[config.mk]
export PLATFORM = sky130hd
export DESIGN_NAME = seq_divider
export DESIGN_NICKNAME = d
export VERILOG_FILES = /design/src/rtl/seq_divider.sv
export SDC_FILE = /design/constraint.sdc
export NUM_CORES = 1
export LEC_CHECK = 0
export BUFFER_PORTS_ARGS = -buffer_cell sky130_fd_sc_hd__buf_2
export CORE_MARGIN = 10
export CORE_UTILIZATION = 45
export DETAILED_ROUTE_END_ITERATION = 8
export PLACE_DENSITY_LB_ADDON = 0.1
export SLEW_MARGIN = 25
export SYNTH_ARGS = -nofsm -noshare
export SYNTH_HDL_FRONTEND = slang
export SYNTH_SLANG_ARGS = --single-unit
[constraint.sdc]
create_clock -name clock -period 7.4 [get_ports clock]
set_input_delay 0.74 -clock clock [delete_from_list [all_inputs] [get_ports clock]]
set_output_delay 0.74 -clock clock [all_outputs]
set_load 0.02 [all_outputs]
[src/rtl/seq_divider.sv]
// Sequential signed divider: restoring shift-and-subtract, one quotient bit per clock.
// Start/busy/done handshake with a fixed 34-cycle latency from accepted start to done.
module seq_divider #(
    parameter int unsigned WIDTH = 32
) (
    input  logic             clock,
    input  logic             clear_n,
    input  logic             start,
    input  logic [WIDTH-1:0] dividend,
    input  logic [WIDTH-1:0] divisor,
    output logic             busy,
    output logic             done,
    output logic [WIDTH-1:0] quotient,
    output logic [WIDTH-1:0] remainder,
    output logic             div_by_zero
);

    localparam int unsigned CW = 6;
    localparam logic [CW-1:0] LAST_STEP = CW'(WIDTH);

    typedef enum logic [1:0] {S_IDLE, S_CALC, S_FIX, S_DONE} state_t;

    state_t             r_state, w_state_nxt;
    logic [WIDTH-1:0]   r_q, w_q_nxt;
    logic [WIDTH:0]     r_rem, w_rem_nxt;
    logic [WIDTH-1:0]   r_dvs, w_dvs_nxt;
    logic [CW-1:0]      r_cnt, w_cnt_nxt;
    logic               r_qsign, w_qsign_nxt;
    logic               r_rsign, w_rsign_nxt;
    logic               r_dz, w_dz_nxt;
    logic               r_busy, w_busy_nxt;
    logic               r_done, w_done_nxt;
    logic [WIDTH-1:0]   r_quot, w_quot_nxt;
    logic [WIDTH-1:0]   r_remo, w_remo_nxt;
    logic               r_dzo, w_dzo_nxt;

    logic [WIDTH-1:0]   w_abs_dvd, w_abs_dvs;
    logic [WIDTH:0]     w_shift, w_trial;

    // Magnitude of -2^31 wraps to 0x80000000, which the unsigned datapath handles directly
    assign w_abs_dvd = dividend[WIDTH-1] ? (-dividend) : dividend;
    assign w_abs_dvs = divisor[WIDTH-1]  ? (-divisor)  : divisor;
    assign w_shift   = {r_rem[WIDTH-1:0], r_q[WIDTH-1]};
    assign w_trial   = w_shift - {1'b0, r_dvs};

    always_comb begin
        w_state_nxt = r_state;
        w_q_nxt     = r_q;
        w_rem_nxt   = r_rem;
        w_dvs_nxt   = r_dvs;
        w_cnt_nxt   = r_cnt;
        w_qsign_nxt = r_qsign;
        w_rsign_nxt = r_rsign;
        w_dz_nxt    = r_dz;
        w_quot_nxt  = r_quot;
        w_remo_nxt  = r_remo;
        w_dzo_nxt   = r_dzo;
        w_busy_nxt  = 1'b0;
        w_done_nxt  = 1'b0;

        case (r_state)
            S_IDLE, S_DONE: begin
                if (start) begin
                    w_q_nxt     = w_abs_dvd;
                    w_dvs_nxt   = w_abs_dvs;
                    w_rem_nxt   = '0;
                    w_cnt_nxt   = '0;
                    w_rsign_nxt = dividend[WIDTH-1];
                    w_qsign_nxt = dividend[WIDTH-1] ^ divisor[WIDTH-1];
                    w_dz_nxt    = (divisor == '0);
                    w_state_nxt = S_CALC;
                end else begin
                    w_state_nxt = S_IDLE;
                end
            end
            S_CALC: begin
                // Extra cycle after the last step keeps latency at 34 edges
                if (r_cnt == LAST_STEP) begin
                    w_state_nxt = S_FIX;
                end else begin
                    if (!w_trial[WIDTH]) begin
                        w_rem_nxt = w_trial;
                        w_q_nxt   = {r_q[WIDTH-2:0], 1'b1};
                    end else begin
                        w_rem_nxt = w_shift;
                        w_q_nxt   = {r_q[WIDTH-2:0], 1'b0};
                    end
                    w_cnt_nxt = r_cnt + CW'(1);
                end
            end
            S_FIX: begin
                w_quot_nxt = r_qsign ? (-r_q) : r_q;
                // With a zero divisor every trial succeeds, so rem already holds |dividend|
                w_remo_nxt = r_rsign ? (-r_rem[WIDTH-1:0]) : r_rem[WIDTH-1:0];
                w_dzo_nxt  = r_dz;
                if (r_dz) begin
                    w_quot_nxt = '1;
                end
                w_state_nxt = S_DONE;
            end
            default: w_state_nxt = S_IDLE;
        endcase

        w_busy_nxt = (w_state_nxt == S_CALC) || (w_state_nxt == S_FIX);
        w_done_nxt = (w_state_nxt == S_DONE);
    end

    always_ff @(posedge clock or negedge clear_n) begin
        if (!clear_n) begin
            r_state <= S_IDLE;
            r_q     <= '0;
            r_rem   <= '0;
            r_dvs   <= '0;
            r_cnt   <= '0;
            r_qsign <= 1'b0;
            r_rsign <= 1'b0;
            r_dz    <= 1'b0;
            r_busy  <= 1'b0;
            r_done  <= 1'b0;
            r_quot  <= '0;
            r_remo  <= '0;
            r_dzo   <= 1'b0;
        end else begin
            r_state <= w_state_nxt;
            r_q     <= w_q_nxt;
            r_rem   <= w_rem_nxt;
            r_dvs   <= w_dvs_nxt;
            r_cnt   <= w_cnt_nxt;
            r_qsign <= w_qsign_nxt;
            r_rsign <= w_rsign_nxt;
            r_dz    <= w_dz_nxt;
            r_busy  <= w_busy_nxt;
            r_done  <= w_done_nxt;
            r_quot  <= w_quot_nxt;
            r_remo  <= w_remo_nxt;
            r_dzo   <= w_dzo_nxt;
        end
    end

    assign busy        = r_busy;
    assign done        = r_done;
    assign quotient    = r_quot;
    assign remainder   = r_remo;
    assign div_by_zero = r_dzo;

endmodule

# Word-level counts from Yosys, hierarchy flattened
# Index checks and enable logic that the tools add are counted.
[op_classes] add_sub_neg=6 eq_ne=9 n_mux=19 n_bitwise=1 n_reduce_logical=7
[op_table] operator="32-bit 2-to-1 mux" count=10
[op_table] operator="32-bit negator" count=4
[op_table] operator="32-bit case mux with 2 select lines" count=2
[op_table] operator="33-bit by 32-bit subtractor with 33-bit output" count=1
[op_table] operator="32-bit zero test" count=1
[op_table] operator="6-bit 2-to-1 mux" count=2
[op_table] operator="6-bit case mux with 2 select lines" count=1
[op_table] operator="2-bit == test, second input constant" count=4
[op_table] operator="6-bit by 1-bit adder with 6-bit output, second input constant" count=1
[op_table] operator="6-bit == test, second input constant" count=1
[op_table] operator="2-bit case mux with 3 select lines" count=1
[op_table] operator="2-bit by 1-bit == test with 1-bit output, second input constant" count=2
[op_table] operator="2-bit != test, second input constant" count=2
[op_table] operator="3-bit AND reduction" count=1
[op_table] operator="2-bit zero test" count=1
[op_table] operator="1-bit 2-to-1 mux" count=2
[op_table] operator="2-bit 2-to-1 mux" count=1
[op_table] operator="2-bit AND reduction" count=1
[op_table] operator="2-bit nonzero test" count=1
[op_table] operator="2-bit OR reduction" count=1
[op_table] operator="1-bit logical OR" count=1
[op_table] operator="1-bit bitwise XOR" count=1
[totals] register_bits=174 in_bits=67 out_inout_bits=67 wordCells=55

# Longest topological paths before layout
# Gate-level depths: netlist of run 1.
[depth] word_depth=5 mapped_depth=13 depth_no_buf=12

# Worst setup path before layout of run 1
# No wires, ideal clock.
[synth_timing] path_kind="input to register" from="input divisor[8]" to="register r_dvs[30]" setup_time_ps=129 arrival_time_ps=3083 t_required_ps=7271 setup_slack_ps=4188 path_stages=9 n_path_buf=0 cell_sequence="or4_1 or2_1 or3_4 or2_4 nand2b_4 or4_4 o31ai_4 xor2_1 o21ai_1"
[synth_between] elab_chain_cells=2
[synth_rtl] item="start, declared" line_no="10" source="input logic [WIDTH-1:0] divisor,"
[synth_rtl] item="32-bit negator" line_no="42" source="assign w_abs_dvs = divisor[WIDTH-1] ? (-divisor) : divisor;"
[synth_rtl] item="32-bit 2-to-1 mux" line_no="42"
[synth_rtl] item="end signal, assigned" line_no="127" source="r_dvs <= w_dvs_nxt;"
[synth_rtl] item="end, declared" line_no="26" source="logic [WIDTH-1:0] r_dvs, w_dvs_nxt;"
# Every way passes these cells.
# A chain may end at the register's enable or synchronous reset.

# Worst setup path in the final report of run 1
[layout_timing] from="register r_rem[10]" to="register r_rem[1]"
[layout_between] elab_chain_cells=4
[layout_rtl] item="start, declared" line_no="25" source="logic [WIDTH:0] r_rem, w_rem_nxt;"
[layout_rtl] item="start signal, assigned" line_no="126" source="r_rem <= w_rem_nxt;"
[layout_rtl] item="33-bit by 32-bit subtractor with 33-bit output" line_no="44" source="assign w_trial = w_shift - {1'b0, r_dvs};"
[layout_rtl] item="32-bit 2-to-1 mux" line_no="81" source="if (!w_trial[WIDTH]) begin"
[layout_rtl] item="32-bit 2-to-1 mux" line_no="78" source="if (r_cnt == LAST_STEP) begin"
[layout_rtl] item="32-bit case mux with 2 select lines" line_no="61" source="case (r_state)"
# Every way passes these cells. The select of a mux whose other input is x is not followed.

==> metrics.md, run 1 <==
| Metric | Value |
|---|---|
| Post-Layout Cell Count | `1,690` |
| CTS tree | `built` |
| GRT Resource Usage Total | `19.30%` |
| Crit path DAT | `4.17 ns` |
| Layout area overhead | `14.12%` |
| Setup Skew | `0.01424 ns` |
| Share of cells above drive strength 1 | `15.37%` |
| Final hold vios | `0` |
| Nets@finish | `1,462` |
| Via/cell ratio | `5.688` |
| Placed Cells incl. Taps | `1,658` |
| Syn nets | `1,367` |
| Initial antenna violation count | `0` |
| Crit Path Category | `flip-flop to flip-flop` |
| H-tree levels | `4` |
| Yosys warning total | `0` |
| Critical Path Start Type | `flip-flop` |
| DR vias | `9,612` |
| Post-CTS Resized | `0` |
| Site row count | `57` |
| Post-layout min period | `3.860 ns` |
| Top_reg_cell synth | `dfrtp_1` |
| Drt first pass iters | `5` |
| First DRT Iteration DRCs | `839` |
| Clock slew at the register clock pins of the worst setup and hold paths | `0.07 ns` |
| Grt ovf | `0` |
| Die Area | `0.03160 mm²` |
| Critical Path End Type | `flip-flop` |
| Crit path max fanout | `22` |
| Mapped Cells | `1,258` |
| Sequential share of the synthesized area | `38.88%` |
| Most instantiated cells after synthesis | `dfrtp_1 (174), nand2_1 (147), o21ai_0 (113)` |
| Postcts setup bufs | `0` |
| Post-synth EDFFs | `0` |
| DRC errors left | `0` |
| Ports | `134` |
| Starting Density | `45.91%` |
| RSZ-0062 raised after global routing | `false` |
| Leading area contributor after synthesis | `dfrtp_1` |
| Worst Path Required | `7.71 ns` |
| Worst slew pin tran | `0.9994 ns` |
| Max Cap Viol | `0` |
| Final setup vio count | `0` |
| Routed Antenna Nets | `0` |
| Tcrit/Tclk final | `52.16%` |
| Ant diodes | `0` |
| Synth area leaders | `dfrtp_1 (39%), xor2_1 (6.3%), xnor2_1 (5.3%), o21ai_0 (5.1%), nand2_1 (4.9%)` |
| Max Fclk | `259.1 MHz` |
| Most common cell in the netlist | `dfrtp_1` |
| Number of hold buffers added after CTS | `0` |
| Clock sinks | `174` |
| Port bufs | `133` |
| Clock buffer depth | `2` |
| Pwr/cell area | `412.5 mW/mm²` |
| DP HPWL | `22,380 µm` |
| Root Driver | `clkbuf_16` |
| Max VDD drop | `0.1948 mV` |
| Post-Place Setup Slack | `3.577 ns` |
| DIE HEIGHT | `177.8 µm` |
| Horiz. Die Dim | `177.8 µm` |
| Later-pin clock latency in the skew report | `0.43 ns` |
| Asr flop ratio synth | `100.0%` |
| Max Slew Vio Count | `0` |
| First-pass GRT wire length | `49,400 µm` |
| Slack of the critical path | `3.540 ns` |
| Worst relative slew slack | `33.38%` |
| Distinct cells, synth | `71` |
| Yosys reg bits | `174` |
| Hold crit path type | `input port to async pin` |
| WL per Instance | `18.12 µm` |
| Status | `finished clean` |
| Syn avg cell area | `8.902 µm²` |
| Final wirelength | `30,620 µm` |
| Syn Std Cell Area | `0.01120 mm²` |
| Top-area cell type share of the netlist area | `38.88%` |
| LEAKAGE | `5.486 nW` |
| Cts bufs inserted | `17` |
| Placer congestion estimate | `0.8968` |
| Vias in the first global route | `9,077` |
| Hold slack final | `0.4121 ns` |
| CORE AREA | `0.02439 mm²` |
| Setup TNS | `0 ns` |
| Pin count of the biggest net entering global routing | `103` |
## kinds of logic (layout without fill, tap and decap cells)
kind of cell             after synthesis  count (layout)  synth area share [%]
AND/OR/NAND/NOR                      373             373                 16.45
multiplexers                          10              10                0.9274
AO/OA/AOI/OAI                        389             389                 23.22
adder cells (fa/ha/maj)               42              42                 4.760
buffers and inverters                121             229                 4.112
XOR/XNOR                             149             149                 11.65
flip-flops                           174             174                 38.88
## power by group
part / total [mW] / leakage, nW / internal (mW) / switching [mW]
clock: 0.949 / 0.292 / 0.548 / 0.401
sequential: 1.71 / 2.09 / 1.29 / 0.420
combinational: 2.61 / 3.11 / 1.04 / 1.57
total: 5.27 / 5.49 / 2.88 / 2.39
## per-stage QoR
step / total power [mW] / instance area, µm² / utilization, %
after floorplan: 3.500 / 11200 / -
after global placement: 4.279 / 12120 / 49.71
after detailed placement: 4.322 / 12160 / 49.84
after CTS: 5.292 / 12770 / 52.37
after global routing: 5.702 / 12780 / 52.40
final: 5.272 / 12780 / 52.40
## worst max-delay path: stages, from the launching register on
cell and delay, ns:
dfrtp_1 0.44, ha_1 0.41, a21oi_1 0.18, o21ai_0 0.19, a2111o_1 0.44, o21ai_0 0.33, o21ai_0 0.19, o22ai_1 0.42
xor2_4 0.42, buf_8 0.23, buf_8 0.18, nand2_1 0.07, a32o_1 0.23
## cell type report
class                           count  area [µm²]
Clock buffer                       19       442.9
Sequential cell                   174        4354
Multi-Input combinational cell    963        6429
Timing Repair Buffer              144       775.7
Fill cell                        2362       11610
Inverter                           53       198.9
Tap cell                          324       405.4
Clock inverter                     13       173.9
## placed cells by master (no fill, tap or decap), drive strengths merged, types with 3 or more instances in the layout
| master | netlist | routed |
|---|---|---|
| o31ai | 44 | 44 |
| nand2b | 13 | 13 |
| xnor2 | 68 | 68 |
| nand3 | 29 | 29 |
| nor4 | 7 | 7 |
| o21a | 4 | 4 |
| nor2b | 6 | 6 |
| a22oi | 16 | 16 |
| and3 | 8 | 8 |
| ha | 41 | 41 |
| a31oi | 4 | 4 |
| nand4 | 10 | 10 |
| o41ai | 17 | 17 |
| mux2 | 3 | 3 |
| dfrtp | 174 | 174 |
| a32oi | 4 | 4 |
| xor2 | 81 | 81 |
| nor2 | 74 | 74 |
| a32o | 3 | 3 |
| buf | 15 | 143 |
| or4 | 18 | 18 |
| o21ai | 117 | 117 |
| a21oi | 78 | 78 |
| and2 | 3 | 3 |
| clkinvlp | 0 | 3 |
| mux2i | 7 | 7 |
| nand2 | 147 | 147 |
| nand3b | 6 | 6 |
| bufinv | 0 | 3 |
| inv | 53 | 58 |
| nor3 | 12 | 12 |
| o211ai | 20 | 20 |
| a211oi | 4 | 4 |
| a21o | 7 | 7 |
| or3 | 22 | 22 |
| o22a | 31 | 31 |
| o311ai | 19 | 19 |
| or2 | 12 | 12 |
| o21bai | 3 | 3 |
| clkbuf | 53 | 20 |
## layer usage
layer / global-route usage [%] / wire length, µm / vias to the layer above
met5: 0 / 0 / -
met4: 4.133 / 241 / 0
met3: 4.781 / 2424 / 11
met2: 26.35 / 12150 / 273
met1: 29.66 / 15810 / 4579
li1: - / - / 4749
## flip-flops by register name, summed over array words and instances (netlist names)
register / cells
r_dvs: 32
div_by_zero: 1
r_cnt: 6
r_state: 2
busy: 1
r_q: 32
r_qsign: 1
remainder: 32
quotient: 32
r_rsign: 1
done: 1
r_dz: 1
r_rem: 32
## path summary, 6_finish.rpt
check | start | endpoint | slack, ns | cells past startpoint
worst max-delay path | r_rem[10]$_DFFE_PN0P_ | r_rem[1]$_DFFE_PN0P_ | 3.54 | 12
worst min-delay path | clear_n | quotient[19]$_DFFE_PN0P_ | 0.41 | 1
worst max register to register | r_rem[10]$_DFFE_PN0P_ | r_rem[1]$_DFFE_PN0P_ | 3.54 | 12
worst min register to register | r_dvs[26]$_DFFE_PN0P_ | r_dvs[26]$_DFFE_PN0P_ | 0.48 | 2
max in group asynchronous | clear_n | r_q[17]$_DFFE_PN0P_ | 5.78 | 2
min in group clock | r_dvs[26]$_DFFE_PN0P_ | r_dvs[26]$_DFFE_PN0P_ | 0.48 | 2
No activity file was read; power rests on OpenSTA's default activity.
==> run 2, diff against run 1 <==
- ABC_AREA: unset -> 1
- clock period: 7.4 -> 3.81 ns (I/O delays scaled with it)
==> metrics.md, run 2 <==
| Metric | Value |
|---|---|
| Status | `finished clean` |
| Pwr/cell area | `855.1 mW/mm² (+110%)` |
| Most common cell after layout, fill and taps aside | `nand2_1` |
| Horiz. Die Dim | `192.8 µm (+8.5%)` |
| Via/cell ratio | `5.240 (-7.9%)` |
| Worst path bufs/invs | `5 (+3)` |
| WL per Instance | `17.68 µm (-2.4%)` |
| Max Cap Viol | `0 (unchanged)` |
| CORE AREA | `0.02956 mm² (+21%)` |
| Worst relative slew slack | `40.01% (+6.6 points)` |
| Largest stage delay, worst path | `0.43 ns (about the same)` |
| Sequential share of the synthesized area | `32.40% (-6.5 points)` |
| Worst slew pin tran | `0.8998 ns (-0.09955 ns)` |
| Syn avg cell area | `6.504 µm² (-27%)` |
| Initial antenna violation count | `1 (+1)` |
| Crit. Startpoint | `r_state[1]$_DFF_PN0_` |
| Post-synth EDFFs | `0 (unchanged)` |
| LEAKAGE | `8.150 nW (+49%)` |
| Hold slack final | `0.008024 ns (-0.4041 ns)` |
| Critical Path Start Type | `flip-flop` |
| Critical R2R Launch | `r_state[1]$_DFF_PN0_` |
| Distinct cells, synth | `50 (-30%)` |
| Cts bufs inserted | `17 (unchanged)` |
| CTS tree | `built` |
| Nets@finish | `2,282 (+56%)` |
| Slowest-stage cell, CP | `inv_1` |
| Final wirelength | `45,520 µm (+49%)` |
| Vias in the first global route | `12,579 (+39%)` |
| CP delay by family, top | `buffers and inverters` |
| Placed Area | `0.01443 mm² (+19%)` |
| Later-pin clock latency in the skew report | `0.44 ns (about the same)` |
| Ports | `134 (unchanged)` |
| Post-CTS Resized | `0 (unchanged)` |
| Syn nets | `2,175 (+59%)` |
| Max Fclk | `365.8 MHz (+41%)` |
| Number of hold buffers added after CTS | `0 (unchanged)` |
| Final Util | `50.94% (-1.5 points)` |
| DIE HEIGHT | `192.8 µm (+8.5%)` |
| Asr flop ratio synth | `100.0% (unchanged)` |
| Post-route cell area | `0.01506 mm² (+18%)` |
| Top_reg_cell synth | `dfrtp_1` |
| Hold crit path type | `input port to async pin` |
| Leading area contributor after synthesis | `dfrtp_1` |
| Synth area leaders | `dfrtp_1 (32%), nand2_1 (17%), inv_1 (8.6%), nand3_1 (6.4%), nor2_1 (5.8%)` |
| Share of cells above drive strength 1 | `12.86% (-2.5 points)` |
| Crit path DAT | `3.10 ns (-1.07 ns)` |
| Post-Layout Cell Count | `2,575 (+52%)` |
| Crit-path cells | `inv_1, ha_1, inv_1, o21ai_0, nand2_2, inv_2, nand2_2, inv_2, buf_4, nand3_1, nand2_1` |
| Final setup vio count | `0 (unchanged)` |
| Die Area | `0.03717 mm² (+18%)` |
| Most common cell in the netlist | `nand2_1` |
| GRT Resource Usage Total | `24.38% (+5.1 points)` |
| Max VDD drop | `0.4025 mV (+110%)` |
| Yosys reg bits | `174 (unchanged)` |
| Final hold vios | `0 (unchanged)` |
| Yosys warning total | `0 (unchanged)` |
| Clock buffer depth | `2 (unchanged)` |
| DP HPWL | `36,840 µm (+65%)` |
| Site row count | `63 (+11%)` |
| Starting Density | `45.46% (-0.45 points)` |
| Root Driver | `clkbuf_16` |
| Clock slew at the register clock pins of the worst setup and hold paths | `0.07 ns (about the same)` |
| Drt first pass iters | `6 (+1)` |
| Mapped Cells | `2,066 (+64%)` |
| Placed Cells incl. Taps | `2,544 (+53%)` |
| Worst Path Required | `4.18 ns (-3.53 ns)` |
| Crit Path Category | `flip-flop to flip-flop` |
| Placer congestion estimate | `1.020 (+14%)` |
| Most instantiated cells after synthesis | `nand2_1 (594), inv_1 (308), nor2_1 (206)` |
| DRC errors left | `0 (unchanged)` |
| First DRT Iteration DRCs | `1,352 (+61%)` |
| Postcts setup bufs | `0 (unchanged)` |
| Clock sinks | `174 (unchanged)` |
| Top-area cell type share of the netlist area | `32.40% (-6.5 points)` |
| DR vias | `13,492 (+40%)` |
| Post-layout min period | `2.734 ns (-1.126 ns)` |
| Layout area overhead | `12.06%` |
| Crit path max fanout | `24 (+9.1%)` |
| Tcrit/Tclk final | `71.75% (+20 points)` |
| H-tree levels | `4 (unchanged)` |
| Max Slew Vio Count | `0 (unchanged)` |
| Port bufs | `133 (unchanged)` |
| Pin count of the biggest net entering global routing | `95 (-7.8%)` |
| Setup TNS | `0 ns (unchanged)` |
| Ant diodes | `0 (unchanged)` |
| Critical Path End Type | `flip-flop` |
| RSZ-0062 raised after global routing | `false` |
| First-pass GRT wire length | `70,660 µm (+43%)` |
| Routed Antenna Nets | `0 (unchanged)` |
| Setup Skew | `0.01671 ns (+0.002464 ns)` |
| Syn Std Cell Area | `0.01344 mm² (+20%)` |
| Commonest cells after routing, fill and taps aside | `nand2_1 (594), inv_1 (308), nor2_1 (206)` |
| Grt ovf | `0 (unchanged)` |
run 2: cell types whose count changed in the layout (fill, tap and decap cells not counted), sizes merged, moves of 38 or more:
cell   delta
nand3   +163
o31ai    -41
xor2     -38
o21ai    +45
nand2   +497
xnor2    -46
nor2    +138
inv     +260
run 2: kinds of logic after synthesis:
| group | synth area share (%) |
|---|---|
| xor+xnor | 4.236 |
| compound gates | 11.50 |
| simple gates | 36.92 |
| fa+ha+maj | 3.966 |
| buf+inv | 10.98 |
| flops | 32.40 |
run 2: final cells by class:
cell class	count	area, µm²
Clock inverter	13	201.4
Multi-Input combinational cell	1516	7611
Inverter	315	1182
Tap cell	390	488.0
Fill cell	3137	14500
Sequential cell	174	4354
Timing Repair Buffer	149	792.0
Clock buffer	18	429.2
run 2: stage by stage:
stage	setup slack (ns)	power (mW)
6_report	1.076	12.88
5_1_grt	0.7937	13.98
4_1_cts	1.065	12.84
3_5_place_dp	1.080	10.89
3_3_place_gp	1.147	10.87
2_1_floorplan	1.624	8.652
run 2: layer usage:
metal / vias up / part of all wire (%) / wire, µm / track usage [%]
li1: 6772 / - / - / -
met1: 6258 / 48 / 22050 / 35.62
met2: 405 / 43 / 19600 / 36.14
met3: 55 / 5.9 / 2686 / 3.542
met4: 2 / 2.6 / 1162 / 7.603
met5: - / 0.029 / 13 / 0
run 2: worst register-to-register path, stage by stage, from the launching register on:
cell	delay, ns
dfrtp_1	0.40
inv_1	0.07
ha_1	0.38
inv_1	0.44
o21ai_0	0.33
nand2_2	0.11
inv_2	0.07
nand2_2	0.11
inv_2	0.28
buf_4	0.32
nand3_1	0.11
nand2_1	0.06
run 2: path summary, 6_finish.rpt:
kind	depth (start not counted)	to	slack, ns
setup / recovery	11	r_rem[8]$_DFFE_PN0P_	1.08
hold / removal	1	remainder[14]$_DFFE_PN0P_	0.008
setup reg to reg	11	r_rem[8]$_DFFE_PN0P_	1.08
hold reg to reg	2	remainder[18]$_DFFE_PN0P_	0.48
max in group asynchronous	2	r_q[3]$_DFFE_PN0P_	2.83
min in group clock	3	r_dvs[30]$_DFFE_PN0P_	0.25
run 2: power breakdown:
part / total (mW) / switching, mW / leakage, nW / internal (mW)
Sequential: 3.15 / 0.673 / 2.18 / 2.47
Combinational: 7.81 / 5.34 / 5.66 / 2.47
Clock: 1.92 / 0.803 / 0.308 / 1.11
